$ cat config.mk
export PLATFORM = sky130hd
export DESIGN_NAME = knn_topk_voter
export DESIGN_NICKNAME = d
export VERILOG_FILES = /design/src/rtl/knn_pkg.sv /design/src/rtl/knn_insert_list.sv /design/src/rtl/knn_topk_voter.sv
export SDC_FILE = /design/constraint.sdc
export NUM_CORES = 1
export LEC_CHECK = 0
export CORE_UTILIZATION = 61
export CTS_BUF_LIST = sky130_fd_sc_hd__clkbuf_4 sky130_fd_sc_hd__clkbuf_8
export CTS_CLUSTER_SIZE = 20
export DETAILED_ROUTE_END_ITERATION = 12
export GPL_ROUTABILITY_DRIVEN = 0
export HOLD_SLACK_MARGIN = 0.03
export PLACE_DENSITY_LB_ADDON = 0.15
export REMOVE_ABC_BUFFERS = 1
export SLEW_MARGIN = 10
export SYNTH_ARGS = -nofsm -noshare
export SYNTH_HDL_FRONTEND = slang
export SYNTH_SLANG_ARGS = --single-unit
$ cat constraint.sdc
create_clock -name clk -period 11.7 [get_ports clk]
set_input_delay 2.925 -clock clk [delete_from_list [all_inputs] [get_ports clk]]
set_output_delay 2.925 -clock clk [all_outputs]
set_load 0.05 [all_outputs]
$ cat src/rtl/knn_pkg.sv
// rtl/knn_pkg.sv - shared KNN pipeline types and default widths
package knn_pkg;

  // Default widths shared with the distance calculator.
  localparam int KNN_W      = 16;
  localparam int KNN_TYPE_W = 3;

  typedef enum logic [1:0] {
    COLLECT = 2'd0,
    VOTE    = 2'd1,
    OUTPUT  = 2'd2
  } knn_state_t;

  // One slot of the sorted neighbour list.
  typedef struct packed {
    logic                  valid;
    logic [KNN_W-1:0]      distance;
    logic [KNN_TYPE_W-1:0] type_id;
  } knn_entry_t;

endpackage

$ cat src/rtl/knn_insert_list.sv
// rtl/knn_insert_list.sv - sorted K_MAX-deep list with single-cycle stable insertion
module knn_insert_list #(
  parameter int W      = 16,
  parameter int TYPE_W = 3,
  parameter int K_MAX  = 8
) (
  input  logic                         clk,
  input  logic                         insert,
  input  logic                         clear,
  input  logic [W-1:0]                 distance,
  input  logic [TYPE_W-1:0]            type_id,
  output logic [K_MAX*TYPE_W-1:0]      entry_type,
  output logic [W-1:0]                 head_distance,
  output logic [$clog2(K_MAX+1)-1:0]   count
);

  localparam int CW = $clog2(K_MAX+1);

  logic [W-1:0]      dist_q [K_MAX];
  logic [TYPE_W-1:0] type_q [K_MAX];
  logic [CW-1:0]     count_q;
  logic [K_MAX-1:0]  le;

  // le[i]: slot i is occupied and sorts at or before the new beat. Because the
  // list is sorted this is a prefix mask, so its edge is the insertion point and
  // equal distances land after existing ones.
  always_comb begin
    le = '0;
    for (int i = 0; i < K_MAX; i++) begin
      le[i] = (CW'(i) < count_q) && (dist_q[i] <= distance);
    end
  end

  // Insert at the mask edge and shift the tail down; the last slot falls off.
  // When every slot is occupied and <= the beat, the beat is dropped.
  always_ff @(posedge clk) begin
    if (clear) begin
      count_q <= '0;
      for (int i = 0; i < K_MAX; i++) begin
        dist_q[i] <= '1;
        type_q[i] <= '0;
      end
    end else if (insert && !le[K_MAX-1]) begin
      if (!le[0]) begin
        dist_q[0] <= distance;
        type_q[0] <= type_id;
      end
      for (int i = 1; i < K_MAX; i++) begin
        if (!le[i]) begin
          if (le[i-1]) begin
            dist_q[i] <= distance;
            type_q[i] <= type_id;
          end else begin
            dist_q[i] <= dist_q[i-1];
            type_q[i] <= type_q[i-1];
          end
        end
      end
      if (count_q != CW'(K_MAX)) begin
        count_q <= count_q + CW'(1);
      end
    end
  end

  // Flatten the label column for the voter's rank mux.
  always_comb begin
    entry_type = '0;
    for (int i = 0; i < K_MAX; i++) begin
      entry_type[i*TYPE_W +: TYPE_W] = type_q[i];
    end
  end

  assign head_distance = dist_q[0];
  assign count         = count_q;

endmodule

$ cat src/rtl/knn_topk_voter.sv
// rtl/knn_topk_voter.sv - streaming top-K selector with majority vote per frame
module knn_topk_voter
  import knn_pkg::*;
#(
  parameter int W      = KNN_W,
  parameter int TYPE_W = KNN_TYPE_W,
  parameter int K_MAX  = 8,
  parameter int CNT_W  = 16
) (
  input  logic                         clk,
  input  logic                         rst,
  input  logic [$clog2(K_MAX+1)-1:0]   k_sel,
  input  logic                         in_valid,
  output logic                         in_ready,
  input  logic [W-1:0]                 in_distance,
  input  logic [TYPE_W-1:0]            in_type,
  input  logic                         in_last,
  output logic                         result_valid,
  input  logic                         result_ready,
  output logic [TYPE_W-1:0]            inferred_type,
  output logic [W-1:0]                 result_min_distance,
  output logic [$clog2(K_MAX+1)-1:0]   result_k,
  output logic [CNT_W-1:0]             result_samples
);

  localparam int KW = $clog2(K_MAX+1);
  localparam int NT = 2**TYPE_W;

  knn_state_t          state;
  logic [KW-1:0]       k_lat, k_eff, rank;
  logic [KW-1:0]       votes [NT];
  logic [TYPE_W-1:0]   best;
  logic [KW-1:0]       best_count;
  logic [CNT_W-1:0]    samples;

  logic [K_MAX*TYPE_W-1:0] entry_type;
  logic [W-1:0]            head_distance;
  logic [KW-1:0]           list_count;

  logic                accept, handshake;
  logic [KW-1:0]       k_clamped, k_frame, count_after, k_last;
  logic [TYPE_W-1:0]   vote_type, best_next;
  logic [KW-1:0]       vote_count;
  logic                vote_wins;

  assign in_ready  = (state == COLLECT) && !rst;
  assign accept    = in_valid && in_ready;
  assign handshake = result_valid && result_ready;

  knn_insert_list #(.W(W), .TYPE_W(TYPE_W), .K_MAX(K_MAX)) u_list (
    .clk           (clk),
    .insert        (accept),
    .clear         (rst || handshake),
    .distance      (in_distance),
    .type_id       (in_type),
    .entry_type    (entry_type),
    .head_distance (head_distance),
    .count         (list_count)
  );

  // K clamp, effective K for the closing beat, and the per-rank vote update.
  always_comb begin
    k_clamped = k_sel;
    if (k_sel == '0) begin
      k_clamped = KW'(1);
    end else if (k_sel > KW'(K_MAX)) begin
      k_clamped = KW'(K_MAX);
    end
    // An empty list means this beat opens the frame, so k_sel is live now.
    k_frame     = (list_count == '0) ? k_clamped : k_lat;
    count_after = (list_count == KW'(K_MAX)) ? list_count : list_count + KW'(1);
    k_last      = (k_frame < count_after) ? k_frame : count_after;
    vote_type   = entry_type[rank*TYPE_W +: TYPE_W];
    vote_count  = votes[vote_type] + KW'(1);
    // Strictly greater keeps the label that reached the count first.
    vote_wins   = vote_count > best_count;
    best_next   = vote_wins ? vote_type : best;
  end

  // Frame FSM: collect beats, vote one rank per cycle, then hold the result.
  always_ff @(posedge clk) begin
    if (rst) begin
      state               <= COLLECT;
      k_lat               <= '0;
      k_eff               <= '0;
      rank                <= '0;
      best                <= '0;
      best_count          <= '0;
      samples             <= '0;
      result_valid        <= 1'b0;
      inferred_type       <= '0;
      result_min_distance <= '1;
      result_k            <= '0;
      result_samples      <= '0;
      for (int i = 0; i < NT; i++) votes[i] <= '0;
    end else begin
      case (state)
        COLLECT: begin
          if (accept) begin
            if (list_count == '0) k_lat <= k_clamped;
            if (samples != '1) samples <= samples + CNT_W'(1);
            if (in_last) begin
              k_eff <= k_last;
              rank  <= '0;
              state <= VOTE;
            end
          end
        end
        VOTE: begin
          votes[vote_type] <= vote_count;
          if (vote_wins) begin
            best       <= vote_type;
            best_count <= vote_count;
          end
          rank <= rank + KW'(1);
          if (rank == k_eff - KW'(1)) begin
            state               <= OUTPUT;
            result_valid        <= 1'b1;
            inferred_type       <= best_next;
            result_min_distance <= head_distance;
            result_k            <= k_eff;
            result_samples      <= samples;
          end
        end
        OUTPUT: begin
          if (result_ready) begin
            result_valid <= 1'b0;
            best         <= '0;
            best_count   <= '0;
            samples      <= '0;
            state        <= COLLECT;
            for (int i = 0; i < NT; i++) votes[i] <= '0;
          end
        end
        default: state <= COLLECT;
      endcase
    end
  end

endmodule
==> metrics.csv <==
metric,value,unit
start_util,63.0,%
async_flop_share,0,%
crit_fanout,69,
synthCells,1402,
coreArea,23800,um2
power.density,131,nW/um2
hold_viol,0,
antenna_found_initial,0,
synth-edff-count,184,
post_synth.cell_area_avg,10.7,um2
clk_pin_slew_worst_paths,60,ps
firstDrtPassIters,5,
hpwlAfterDp,22700,um
fmax,134,MHz
cp-end-kind,output pin,
drc_errors,0,
h-tree-depth,2,
drive_gt1_share,9.42,%
grt_pass1_wl,51300,um
cts.sinks,265,
ys_ff_latch,265,
wl_per_cell,17.4,um
final_util,71.2,%
yosysWarnings,0,
vias_per_cell,5.90,
grt_max_degree,70,
cts_tree,done,
syn-cell-area,15000,um2
grt_overflow_total,0,
cts_buffer_depth,3,
fp.dieW,159,um
die-area,25200,um2
drtAntennaViolNets,0,
setup-tns-final,0,ps
ys.flop_type,edfxtp_1,
antennaDiodeCount,0,
worst_slew_pin_slew,1250,ps
cts_resized,0,
ir_drop,124,uV
critPathArrivalTime,4560,ps
wirelength,31800,um
period_share,63.9,%
report.final.setup_viol,0,
clkLatencyLatePin,570,ps
holdBufCountCts,0,
grt.total_usage,26.0,%
skew,22.9,ps
cp_data_required_time,8780,ps
critPathKind,in2out,
ys_seq_area_share,47.7,%
drv_slew,0,
ioPinCount,69,
place.port_buffers,68,
die_y,159,um
total_power,2210,uW
fin_crit,7480,ps
clockRootBuffer,clkbuf_8,
finalNetCount,1638,
maxCapViolCount,0,
post_cts_buffers,0,
rows,56,
grt_pass1_vias,10500,
yosys-top-cells-area,"edfxtp_1 (37%), ha_1 (12%), dfxtp_1 (11%), mux2i_1 (7.0%), nor2_1 (3.7%)",
start_kind,input port,
slew_headroom,16.2,%
cts_buffers,46,
status,"finished, final reports clean",
yosysTopAreaCell,edfxtp_1,
synth_cell_types,66,
drtIter0Drc,584,
area_growth,12.9,%
vias,10800,
grt_setup_unrepaired,false,
hold_class,reg2reg,
power_leakage,0.00673,uW
netlist.area_leader.share,36.9,%
area by class of cell:
type / count / area, um2
clock buffers: 77 / 935
clock inverters: 9 / 61.3
fillers: 1710 / 6850
inverters: 64 / 240
multi-input cells: 1008 / 7320
flip-flops and latches: 265 / 7150
well taps: 319 / 399
repair buffers: 84 / 796
final timing paths:
check                   startpoint                    endpoint  slack, ps  depth (start not counted)
max                            rst                    in_ready       4220                          4
min          k_lat[1]$_SDFFE_PP0P_       k_lat[1]$_SDFFE_PP0P_        490                          2
max reg2reg   rank[1]$_SDFFE_PP0P_  best_count[3]$_SDFFE_PP0P_       6650                         17
min reg2reg  k_lat[1]$_SDFFE_PP0P_       k_lat[1]$_SDFFE_PP0P_        490                          2
cells in the mapped netlist, drive strengths merged, types with 4 or more instances:
master / count
nor4: 4
a221o: 8
mux2: 4
inv: 63
a21oi: 61
clkbuf: 48
dfxtp: 81
a31oi: 7
a211oi: 5
o21ai: 41
a211o: 18
xor2: 15
edfxtp: 184
nor3b: 7
nor2: 147
nand3: 18
ha: 141
nor3: 15
nand3b: 8
xnor2: 7
nand2b: 18
a22oi: 4
mux4: 6
mux2i: 105
nand2: 140
a21o: 31
o211ai: 70
nor2b: 46
or3: 12
o21a: 9
buf: 17
nand4: 35
layer usage:
metal  vias up  routed length [um]  track usage (%)
li1       5320                   -                -
met4         0                 630             8.29
met3        53                1770             4.03
met5         -                   0                0
met1      5113               14500             35.1
met2       280               14900             42.8
worst max-delay path, stage by stage:
cell	delay [ps]
buf_2	90
buf_4	320
nor3_2	330
clkdlybuf4s50_1	870
kinds of logic (layout without fill, tap and decap cells):
logic type | after synthesis | count (layout) | share of synthesized area, %
flops | 265 | 265 | 47.7
simple gates | 464 | 464 | 14.9
mux | 115 | 115 | 8.33
compound gates | 266 | 266 | 12.1
xor+xnor | 22 | 22 | 1.46
fa+ha+maj | 141 | 141 | 11.8
buf+inv | 129 | 234 | 3.68
cell usage in the layout (no fill, tap or decap), types with 3 or more instances in the layout:
cell type and count:
edfxtp_1 184, nor2_1 145, ha_1 141, nand2_1 140, mux2i_1 104, dfxtp_1 81, o211ai_1 70, clkdlybuf4s50_1 67
inv_1 62, a21oi_1 61, clkbuf_8 57, nor2b_1 46, o21ai_0 36, nand4_1 34, a21o_1 31, clkbuf_4 20
nand2b_1 18, nand3_1 18, a211o_1 17, buf_4 16, xor2_1 14, nor3_1 13, or3_1 12, o21a_1 9
a221o_1 8, nand3b_1 8, a31oi_1 7, mux4_2 6, xnor2_1 6, clkinv_2 6, a211oi_1 5, nor3b_2 5
a22oi_2 4, nor4_1 4, mux2_2 3, o21ai_2 3, and2_1 3
power breakdown:
group	switching (uW)	internal [uW]	leakage (uW)	total, uW
Clock	387	508	0.000542	895
Combinational	164	100	0.00398	264
Sequential	16.3	1030	0.00221	1050
Total	567	1640	0.00673	2210
registers in the layout, summed over array words and instances (netlist names):
name / cells
u_list.dist_q: 128
votes: 32
u_list.type_q: 24
result_min_distance: 16
result_samples: 16
samples: 16
best_count: 4
k_eff: 4
k_lat: 4
rank: 4
result_k: 4
u_list.count: 4
best: 3
inferred_type: 3
state: 2
result_valid: 1
through the flow:
stage | instance area, um2 | cells | hold WS [ps] | setup slack (ps)
final | 16900 | 1826 | 490 | 4220
after CTS | 16900 | 1826 | 495 | 4210
after floorplan | 14700 | 1337 | 449 | 3660
after detailed placement | 15900 | 1740 | 478 | 4220
after global placement | 15900 | 1740 | 466 | 4260
after global routing | 16900 | 1826 | 525 | 4130
Power figures use the tool's default switching activity.
